<file path="config.mk">
export PLATFORM = sky130hd
export DESIGN_NAME = pc_fetch_unit
export DESIGN_NICKNAME = d
export VERILOG_FILES = /design/src/rtl/cpu_fetch_pkg.sv /design/src/rtl/mux2x1.sv /design/src/rtl/pc_fetch_unit.sv
export SDC_FILE = /design/constraint.sdc
export NUM_CORES = 1
export LEC_CHECK = 0
export ABC_AREA = 1
export CAP_MARGIN = 20
export CORE_ASPECT_RATIO = 0.7
export CORE_MARGIN = 2
export CORE_UTILIZATION = 44
export DETAILED_ROUTE_END_ITERATION = 12
export PLACE_DENSITY = 0.75
export SYNTH_ARGS = -nofsm -noshare
export SYNTH_HDL_FRONTEND = slang
export SYNTH_SLANG_ARGS = --single-unit
</file>
<file path="constraint.sdc">
create_clock -name clk -period 1.8 [get_ports clk]
set_clock_uncertainty 0.05 [all_clocks]
set_input_delay 0.45 -clock clk [delete_from_list [all_inputs] [get_ports clk]]
set_output_delay 0.45 -clock clk [all_outputs]
set_load 0.02 [all_outputs]
</file>
<file path="src/rtl/cpu_fetch_pkg.sv">
// Shared encodings and defaults for the instruction fetch unit.
// The state values are fixed because they appear in debug views of the FSM.
package cpu_fetch_pkg;

    localparam logic [1:0] ST_IDLE  = 2'd0;
    localparam logic [1:0] ST_FETCH = 2'd1;
    localparam logic [1:0] ST_HOLD  = 2'd2;
    localparam logic [1:0] ST_DRAIN = 2'd3;

    typedef enum logic [1:0] {
        IDLE  = ST_IDLE,
        FETCH = ST_FETCH,
        HOLD  = ST_HOLD,
        DRAIN = ST_DRAIN
    } fetch_state_e;

    localparam logic [31:0] DEFAULT_RESET_PC = 32'h0000_0000;
    localparam int unsigned DEFAULT_PC_STEP  = 4;

endpackage

</file>
<file path="src/rtl/mux2x1.sv">
// Two-input word multiplexer: sel=0 passes a, sel=1 passes b.
module mux2x1 #(
    parameter int unsigned n = 32
) (
    input  logic         sel,
    input  logic [n-1:0] a,
    input  logic [n-1:0] b,
    output logic [n-1:0] y
);

    assign y = sel ? b : a;

endmodule

</file>
<file path="src/rtl/pc_fetch_unit.sv">
// Program counter and instruction fetch over a req/ack memory handshake.
// Define FETCH_PERF_EN to add the fetched/killed instruction counters.
//
// state | meaning
// IDLE  | no request; launch a fetch at fetch_pc next cycle
// FETCH | request outstanding at imem_addr_o
// HOLD  | instruction presented to decode, waiting for ready
// DRAIN | stale request after a redirect; its data will be dropped
module pc_fetch_unit
    import cpu_fetch_pkg::*;
#(
    parameter int unsigned   n        = 32,
    parameter logic [n-1:0]  RESET_PC = n'(DEFAULT_RESET_PC),
    parameter int unsigned   PC_STEP  = DEFAULT_PC_STEP
) (
    input  logic         clk,
    input  logic         rst_n,
    input  logic         redirect_i,
    input  logic [n-1:0] redirect_target_i,
    output logic         imem_req_o,
    output logic [n-1:0] imem_addr_o,
    input  logic         imem_ack_i,
    input  logic [n-1:0] imem_rdata_i,
    output logic         instr_valid_o,
    input  logic         instr_ready_i,
    output logic [n-1:0] instr_o,
    output logic [n-1:0] pc_o,
`ifdef FETCH_PERF_EN
    output logic [n-1:0] fetched_cnt_o,
    output logic [n-1:0] killed_cnt_o,
`endif
    output logic [n-1:0] pc_plus4_o
);

    localparam logic [n-1:0] STEP = n'(PC_STEP);

    fetch_state_e state;
    fetch_state_e state_next;

    logic [n-1:0] fetch_pc;
    logic [n-1:0] fetch_pc_inc;
    logic [n-1:0] fetch_pc_next;
    logic         fetch_pc_load;
    logic [n-1:0] addr_next;
    logic         addr_load;
    logic         capture;
    logic         valid_next;

    assign fetch_pc_inc = fetch_pc + STEP;
    assign pc_plus4_o   = pc_o + STEP;

    mux2x1 #(.n(n)) u_pc_mux (
        .sel (redirect_i),
        .a   (fetch_pc_inc),
        .b   (redirect_target_i),
        .y   (fetch_pc_next)
    );

    always_comb begin
        state_next    = state;
        imem_req_o    = 1'b0;
        fetch_pc_load = redirect_i;
        addr_load     = 1'b0;
        addr_next     = fetch_pc;
        capture       = 1'b0;
        valid_next    = instr_valid_o;

        case (state)
            IDLE: begin
                // A redirect arriving here is already the address we want.
                addr_load  = 1'b1;
                addr_next  = redirect_i ? redirect_target_i : fetch_pc;
                state_next = FETCH;
            end
            FETCH: begin
                imem_req_o = 1'b1;
                if (imem_ack_i) begin
                    fetch_pc_load = 1'b1;
                    if (redirect_i) begin
                        state_next = IDLE;
                    end else begin
                        capture    = 1'b1;
                        valid_next = 1'b1;
                        state_next = HOLD;
                    end
                end else if (redirect_i) begin
                    state_next = DRAIN;
                end
            end
            HOLD: begin
                if (redirect_i) begin
                    valid_next = 1'b0;
                    state_next = IDLE;
                end else if (instr_ready_i) begin
                    valid_next = 1'b0;
                    addr_load  = 1'b1;
                    addr_next  = fetch_pc;
                    state_next = FETCH;
                end
            end
            DRAIN: begin
                imem_req_o = 1'b1;
                if (imem_ack_i) begin
                    addr_load  = 1'b1;
                    addr_next  = redirect_i ? redirect_target_i : fetch_pc;
                    state_next = FETCH;
                end
            end
            default: state_next = IDLE;
        endcase
    end

    always_ff @(posedge clk) begin
        if (!rst_n) begin
            state         <= IDLE;
            fetch_pc      <= RESET_PC;
            imem_addr_o   <= '0;
            instr_valid_o <= 1'b0;
            instr_o       <= '0;
            pc_o          <= RESET_PC;
        end else begin
            state         <= state_next;
            instr_valid_o <= valid_next;
            if (fetch_pc_load) fetch_pc <= fetch_pc_next;
            if (addr_load) imem_addr_o <= addr_next;
            if (capture) begin
                instr_o <= imem_rdata_i;
                pc_o    <= imem_addr_o;
            end
        end
    end

`ifdef FETCH_PERF_EN
    logic xfer_evt;
    logic kill_evt;

    // A HOLD redirect kills the instruction even when decode is ready.
    assign xfer_evt = (state == HOLD) && instr_ready_i && !redirect_i;
    assign kill_evt = ((state == FETCH) && imem_ack_i && redirect_i) ||
                      ((state == HOLD)  && redirect_i) ||
                      ((state == DRAIN) && imem_ack_i);

    always_ff @(posedge clk) begin
        if (!rst_n) begin
            fetched_cnt_o <= '0;
            killed_cnt_o  <= '0;
        end else begin
            if (xfer_evt) fetched_cnt_o <= fetched_cnt_o + 1'b1;
            if (kill_evt) killed_cnt_o  <= killed_cnt_o + 1'b1;
        end
    end
`endif

endmodule

</file>
==> results by group, run 1 <==
Outcome
  • Status: finished, violations left
  • Violated checks: negative setup slack

Timing
  • RSZ-0062 raised after global routing: yes
  • Final setup viols: 41
  • Min setup slack post-route: -0.574 ns
  • Tightest Pin Transition: 0.462 ns
  • Min Tclk post-route: 2.37 ns
  • Achievable Freq: 0.421 GHz
  • Max Slew Vio Count: 0
  • Slew headroom: 69.2%
  • Final Hold Viols: 0
  • Period Utilization, post-route: 132%

Pwr
  • Leak: 0.00549 µW
  • Peak supply drop: about 0.75 mV
  • Power per Cell Area: 1130 mW/mm²

Finish
  • Area occupied by multi-input gates: 0.00441 mm²
  • # diodes: 0
  • Area Growth Syn to Fin: 65.8%
  • Final nets: approximately 1.4k
  • Non-Filler Cell Area, Final: 0.0117 mm²
  • Register area: 0.00271 mm²
  • Share of cells above drive strength 1: 29.1%
  • Fin cells: ~1.6k
  • Fillers: approximately 1.2k

Run
  • MaxCap Viol Count: 0

Placement
  • RePlAce Congestion: around 1
  • Hpwl dp: 19,500 µm
  • Port Buffer Count: between 150 and 200
  • Cell count after placement: 1,517
  • Post-DP Area: 0.0103 mm²

Yosys
  • Mapped Avg Cell Area: around 6.7 µm²
  • Top cell type's share of synthesized area: 37.3%
  • Cell Area, Synth: 0.00704 mm²
  • Async SR Flop Fraction: 0%
  • #FFs+latches synth: 131
  • Post-synthesis sequential area ratio: 37.3%
  • Syn nets: 1,120
  • Mapped Cells: approximately 1.0k
  • Top cells by count, synth: 196 x nand2_1, 190 x nor2_1, 131 x dfxtp_1
  • Synth unique cells: between 40 and 50
  • Area contributors post-synth: dfxtp_1 37%, nand2_1 10%, nor2_1 10%
  • Area leader, netlist: dfxtp_1
  • Synth warn: 0
  • Most common cell in the netlist: nand2_1
  • EDFF count, synth: 0
  • Synth Flop Type: dfxtp_1

Setup path
  • Slowest Stage Delay on Critical Path: 0.36 ns
  • Top delay family on crit path: simple AND/OR/NAND/NOR gates
  • Arrival @ worst endpoint: 1.87 ns
  • Crit Path Class: reg -> out
  • Worst path slowest cell: dfxtp_4
  • WP data required: 1.30 ns
  • CP Launch Type: flip-flop
  • Crit-path max FO: 4
  • Critical-path cell list: ha_4 > inv_4 > nor3_4 > nand2_1 > nor2_2 > buf_4 > xor2_2 > buf_6
  • CP Buf/Inv Count: 3
  • Crit end category: output port

Hold path
  • Min-Delay Path Class: reg -> reg

Clocking
  • Clock slew at reported path FFs: 0.06 ns
  • Total clock sinks: 131
  • Post-CTS Hold Buffers: 0
  • H-tree levels: 4
  • Clk_lat worst skew: 0.42 ns
  • CTS Root Cell: clkbuf_16
  • CTS tree: yes
  • Max Root-Sink Buffers: 2
  • CTS buffer count: 17

Die
  • Std-Cell Rows: 38
  • Die area: 0.0170 mm²
  • Initial Util: 45.3%
  • Core Area: between 0.015 and 0.02 mm²
  • Die extent in x: 155 µm
  • Height of the chip: 110 µm
  • I/O pin cnt: 199

Routing
  • Post-DRT Antenna Nets: 0
  • Routed vias/inst: approximately 5.5
  • WL per Instance: 18.5 µm
  • DRC Markers: 0
  • Pre-antenna DRT Iters: 6
  • DR vias: 8,703
  • 1st-iter DRT viols: 1,029
  • Final WL: 29,300 µm

Global routing
  • Number of global-route vias before repair: 7,807
  • Initial antenna violation count: 0
  • Largest net degree at the start of global routing: 65
  • GRT Residual Overflow: 0
  • GRT Overall Usage: between 30% and 40%
  • First-pass GRT wire length: about 42,000 µm
-- through the flow --
| step | hold WS (ns) | util (%) | setup slack (ns) | power [µW] | TNS, ns |
|---|---|---|---|---|---|
| final | 0.417 | 75.1 | -0.574 | 13200 | -12.35 |
| after global routing | 0.442 | 75.1 | -0.633 | 13700 | -15.31 |
| after CTS | 0.414 | 71.5 | -0.499 | 12500 | -11.18 |
| after detailed placement | 0.408 | 66.3 | -0.595 | 8900 | -39.12 |
| after global placement | 0.405 | 66.3 | -0.587 | 8850 | -37.44 |
| after floorplan | 0.436 | - | -0.0731 | 6400 | -0.303 |
-- cell usage in the layout, fill, tap and decap left out, types with 6 or more instances in the layout --
master and n:
o21ai_0 100, nand4_1 16, a211oi_1 6, o211ai_1 6, inv_2 8, nor2_4 16
clkbuf_16 23, buf_12 16, xor2_1 13, inv_4 9, dlygate4sd2_1 88, a211oi_2 8
o21ai_1 18, dfxtp_4 19, nand3_1 37, clkdlybuf4s15_1 7, a31oi_1 6, buf_4 148
dfxtp_2 10, nor3_2 11, nand2_4 11, clkdlybuf4s50_1 65, nand2_2 15, buf_6 20
xnor2_2 11, nand2_1 174, a21oi_1 72, dfxtp_1 102, nor2_1 172, o21ai_2 11
nor2_2 12, inv_1 77
-- sequential cells by signal (all words and copies together), names as in the netlist --
register       cells
instr_o           32
fetch_pc          32
imem_addr_o       32
instr_valid_o      1
state              2
pc_o              32
-- kinds of logic (layout without fill, tap and decap cells) --
kind of cell	Yosys count	in the layout	synth area share, %
AND/OR/NAND/NOR	487	487	29.1
XOR/XNOR	30	30	3.73
adder cells (fa/ha/maj)	6	6	1.07
AO/OA/AOI/OAI	244	247	19.4
flip-flops	131	131	37.3
buffers and inverters	147	482	9.47
-- per-layer routing --
layer,GRT usage [%],share of wire (%)
met4,7.60,1.8
met1,45.1,43
met2,49.1,44
met5,0,0
met3,8.00,11
-- power breakdown --
| group | switching [µW] | internal [µW] |
|---|---|---|
| clock | 1420 | 2260 |
| combinational | 3230 | 2350 |
| sequential | 509 | 3440 |
-- worst paths after layout --
kind | startpoint | to | slack [ns] | depth (start not counted)
worst max register to register | state[1] | imem_addr_o[31] | -0.07 | 12
worst min register to register | instr_valid_o | instr_valid_o | 0.42 | 2
worst min-delay path | instr_valid_o | instr_valid_o | 0.42 | 2
worst max-delay path | pc_o[2] | pc_plus4_o[10] | -0.57 | 8
-- worst reg2reg max path: stages, from the launching register on --
cell	delay [ns]
dfxtp_4	0.36
buf_6	0.13
ha_4	0.16
inv_2	0.06
nor2_2	0.05
nand2_1	0.11
nand3_2	0.09
o21ai_4	0.12
clkinv_4	0.18
buf_4	0.17
buf_4	0.12
nand2_1	0.08
a21oi_1	0.07
-- cell type report --
cell class	count	area share (%)
clock buffer	20	4.19
tap	200	2.14
timing repair buffer	355	28.2
multi-input combinational	770	37.8
sequential	131	23.2
clock inverter	12	1.19
inverter	95	3.29
-- timing repair --
action,in CTS,in global routing
setup buffers,13,13
hold endpoints to repair,0,0
gates cloned,1,7
endpoints found under the setup margin,158,78
pin swaps,25,48
resized for setup,337,123
Note: power is estimated with default switching activity, not from simulation.
==> run 2: changes to the inputs <==
--- a/constraint.sdc
+++ b/constraint.sdc
@@ -3,3 +3,3 @@
 set_input_delay 0.45 -clock clk [delete_from_list [all_inputs] [get_ports clk]]
 set_output_delay 0.45 -clock clk [all_outputs]
-set_load 0.02 [all_outputs]
+set_load 0.01 [all_outputs]
==> run 2 against run 1 <==
Compared with the run above:
- the flow still finishes with violations (negative setup slack)
- sequential power hardly changed
- sequential share of layout area increased by 0.69 points
- cell area down 3.1%
- routed wire length down 6.6%
- non-clock buffer count is 1 lower
- worst hold slack gained 0.012 ns
- register-to-register slack improved by 0.08 ns
- die area is the same
- global-route usage decreased by 0.72 points
- total power fell by 7.3%
- sequential cell count did not move
- largest power group unchanged
==> results by group, run 2 (synthesized netlist as in run 1, its figures left out) <==
Pwr
  • Power per Cell Area: 1080 mW/mm² (was 1130 mW/mm²)
  • Peak supply drop: 0.716 mV (was 0.755 mV)
  • Leak: 0.00554 µW (was 0.00549 µW)

Timing
  • Min Tclk post-route: 2.36 ns (was 2.37 ns)
  • Hold WS: 0.429 ns (was 0.417 ns)
  • Slew headroom: 67.9% (was 69.2%)
  • Period Utilization, post-route: 131% (was 132%)
  • Achievable Freq: 0.423 GHz (was 0.421 GHz)
  • Min setup slack post-route: -0.563 ns (was -0.574 ns)
  • Setup TNS: -12.16 ns (was -12.35 ns)
  • Final Hold Viols: 0 (unchanged)
  • Tightest Pin Transition: 0.480 ns (was 0.462 ns)
  • Final setup viols: 29 (was 41)
  • Max Slew Vio Count: 0 (unchanged)
  • RSZ-0062 raised after global routing: yes (unchanged)

Global routing
  • Number of global-route vias before repair: 7,795 (was 7,807)
  • Largest net degree at the start of global routing: 62 (was 65)
  • GRT Residual Overflow: 0 (unchanged)
  • First-pass GRT wire length: 41,600 µm (was 42,400 µm)
  • GRT Overall Usage: 31.2% (was 31.9%)
  • Initial antenna violation count: 0 (unchanged)

Die
  • Std-Cell Rows: 38 (unchanged)
  • Height of the chip: 110 µm (unchanged)
  • I/O pin cnt: 199 (unchanged)
  • Core Area: 0.0155 mm² (unchanged)
  • Die extent in x: 155 µm (unchanged)
  • Initial Util: 45.3% (unchanged)
  • Die area: 0.0170 mm² (unchanged)

Setup path
  • Crit-path max FO: 4 (unchanged)
  • Arrival @ worst endpoint: 1.86 ns (was 1.87 ns)
  • Crit end category: output port (unchanged)
  • Crit Path Class: reg -> out (unchanged)
  • CP Launch Type: flip-flop (unchanged)
  • WP data required: 1.30 ns (about the same)

Finish
  • Share of cells above drive strength 1: 27.0% (was 29.1%)
  • # diodes: 0 (unchanged)
  • Highest-count cells in the layout ignoring fill and taps: 179 x nand2_1, 172 x nor2_1, 127 x buf_4 (was 174 x nand2_1, 172 x nor2_1, 148 x buf_4)
  • Most common cell after layout, fill and taps aside: nand2_1 (unchanged)
  • Final nets: 1,441 (was 1,445)
  • Area Growth Syn to Fin: 60.6% (was 65.8%)
  • Non-Filler Cell Area, Final: 0.0113 mm² (was 0.0117 mm²)
  • Fillers: 1,222 (was 1,168)
  • Final core occ: 72.7% (was 75.1%)

Routing
  • Final WL: 27,300 µm (was 29,300 µm)
  • WL per Instance: 17.3 µm (was 18.5 µm)
  • DR vias: 8,445 (was 8,703)
  • Routed vias/inst: 5.35 (was 5.50)
  • Post-DRT Antenna Nets: 0 (unchanged)
  • DRC Markers: 0 (unchanged)
  • Pre-antenna DRT Iters: 6 (unchanged)
  • 1st-iter DRT viols: 1,038 (was 1,029)

Clocking
  • Post-CTS Hold Buffers: 0 (unchanged)
  • Total clock sinks: 131 (unchanged)
  • Max Root-Sink Buffers: 2 (unchanged)
  • CTS Root Cell: clkbuf_16 (unchanged)
  • Clk_lat worst skew: 0.42 ns (about the same)
  • H-tree levels: 4 (unchanged)
  • Clock slew at reported path FFs: 0.06 ns (about the same)
  • CTS buffer count: 17 (unchanged)
  • CTS tree: yes (unchanged)

Run
  • MaxCap Viol Count: 0 (unchanged)

Placement
  • RePlAce Congestion: 1.03 (was 1.00)
  • Hpwl dp: 19,500 µm (about the same)
  • Post-DP Area: 0.0101 mm² (was 0.0103 mm²)
  • Port Buffer Count: 198 (unchanged)
  • Pre-CTS WS: -0.582 ns (was -0.595 ns)

Hold path
  • Min-Delay Path Class: reg -> reg (unchanged)

Outcome
  • Status: finished, violations left (unchanged)
  • Violated checks: negative setup slack (unchanged)
[run 2: cell count changes in the layout (fill, tap and decap cells not counted), sizes merged]
cell	change
clkdlybuf4s15	-1
o21ai	-3
dlymetal6s2s	+24
dlygate4sd2	-25
clkinv	-5
bufbuf	+1
clkdlybuf4s50	+2
inv	+7
buf	-2
clkbuf	-3
clkinvlp	+1
[run 2: timing repair]
item,CTS,global route
pin swaps,37,29
cloned,1,0
setup buffers,25,8
gates resized for setup,314,97
endpoints found under the setup margin,122,112
[run 2: layout make-up]
type | instances | area [µm²] | area share (%)
clock buffer | 17 | 425 | 3.76
clock inverter | 15 | 181 | 1.60
inverter | 95 | 374 | 3.31
multi-input combinational | 767 | 4170 | 36.9
sequential | 131 | 2700 | 23.9
tap | 200 | 250 | 2.21
timing repair buffer | 354 | 3210 | 28.4
[run 2: final timing paths]
path                            cells after the start  slack, ns              to             from
worst min register to register                      2       0.43        pc_o[23]  imem_addr_o[23]
worst max-delay path                                9      -0.56  pc_plus4_o[27]         pc_o[10]
worst min-delay path                                2       0.43        pc_o[23]  imem_addr_o[23]
worst max register to register                      9       0.01         pc_o[4]         state[1]
[run 2: critical path, cell delays in order, from the launching register on]
cell and delay (ns):
dfxtp_4 0.38, nand2_4 0.05, buf_6 0.11, nor2_4 0.09, nand4_1 0.17, nor2_2 0.16
buf_4 0.13, nand2_2 0.05, xor2_1 0.14, buf_2 0.16
[run 2: per-layer routing]
metal	up-vias	GRT usage, %	part of all wire, %
met5	-	0	0
li1	4067	-	-
met2	463	48.1	43
met3	37	8.12	12
met1	3878	44.0	44
met4	0	6.68	1.3
[run 2: report_power, final]
part | internal (µW) | switching, µW
sequential | 3440 | 487
clock | 2110 | 1490
combinational | 2180 | 2540
[run 2: metrics by stage]
stage | std cells | power (µW)
finish | 1579 | 12200
global route | 1579 | 12800
CTS | 1571 | 12100
detailed placement | 1513 | 8450
global placement | 1513 | 8400
floorplan | 1045 | 5950
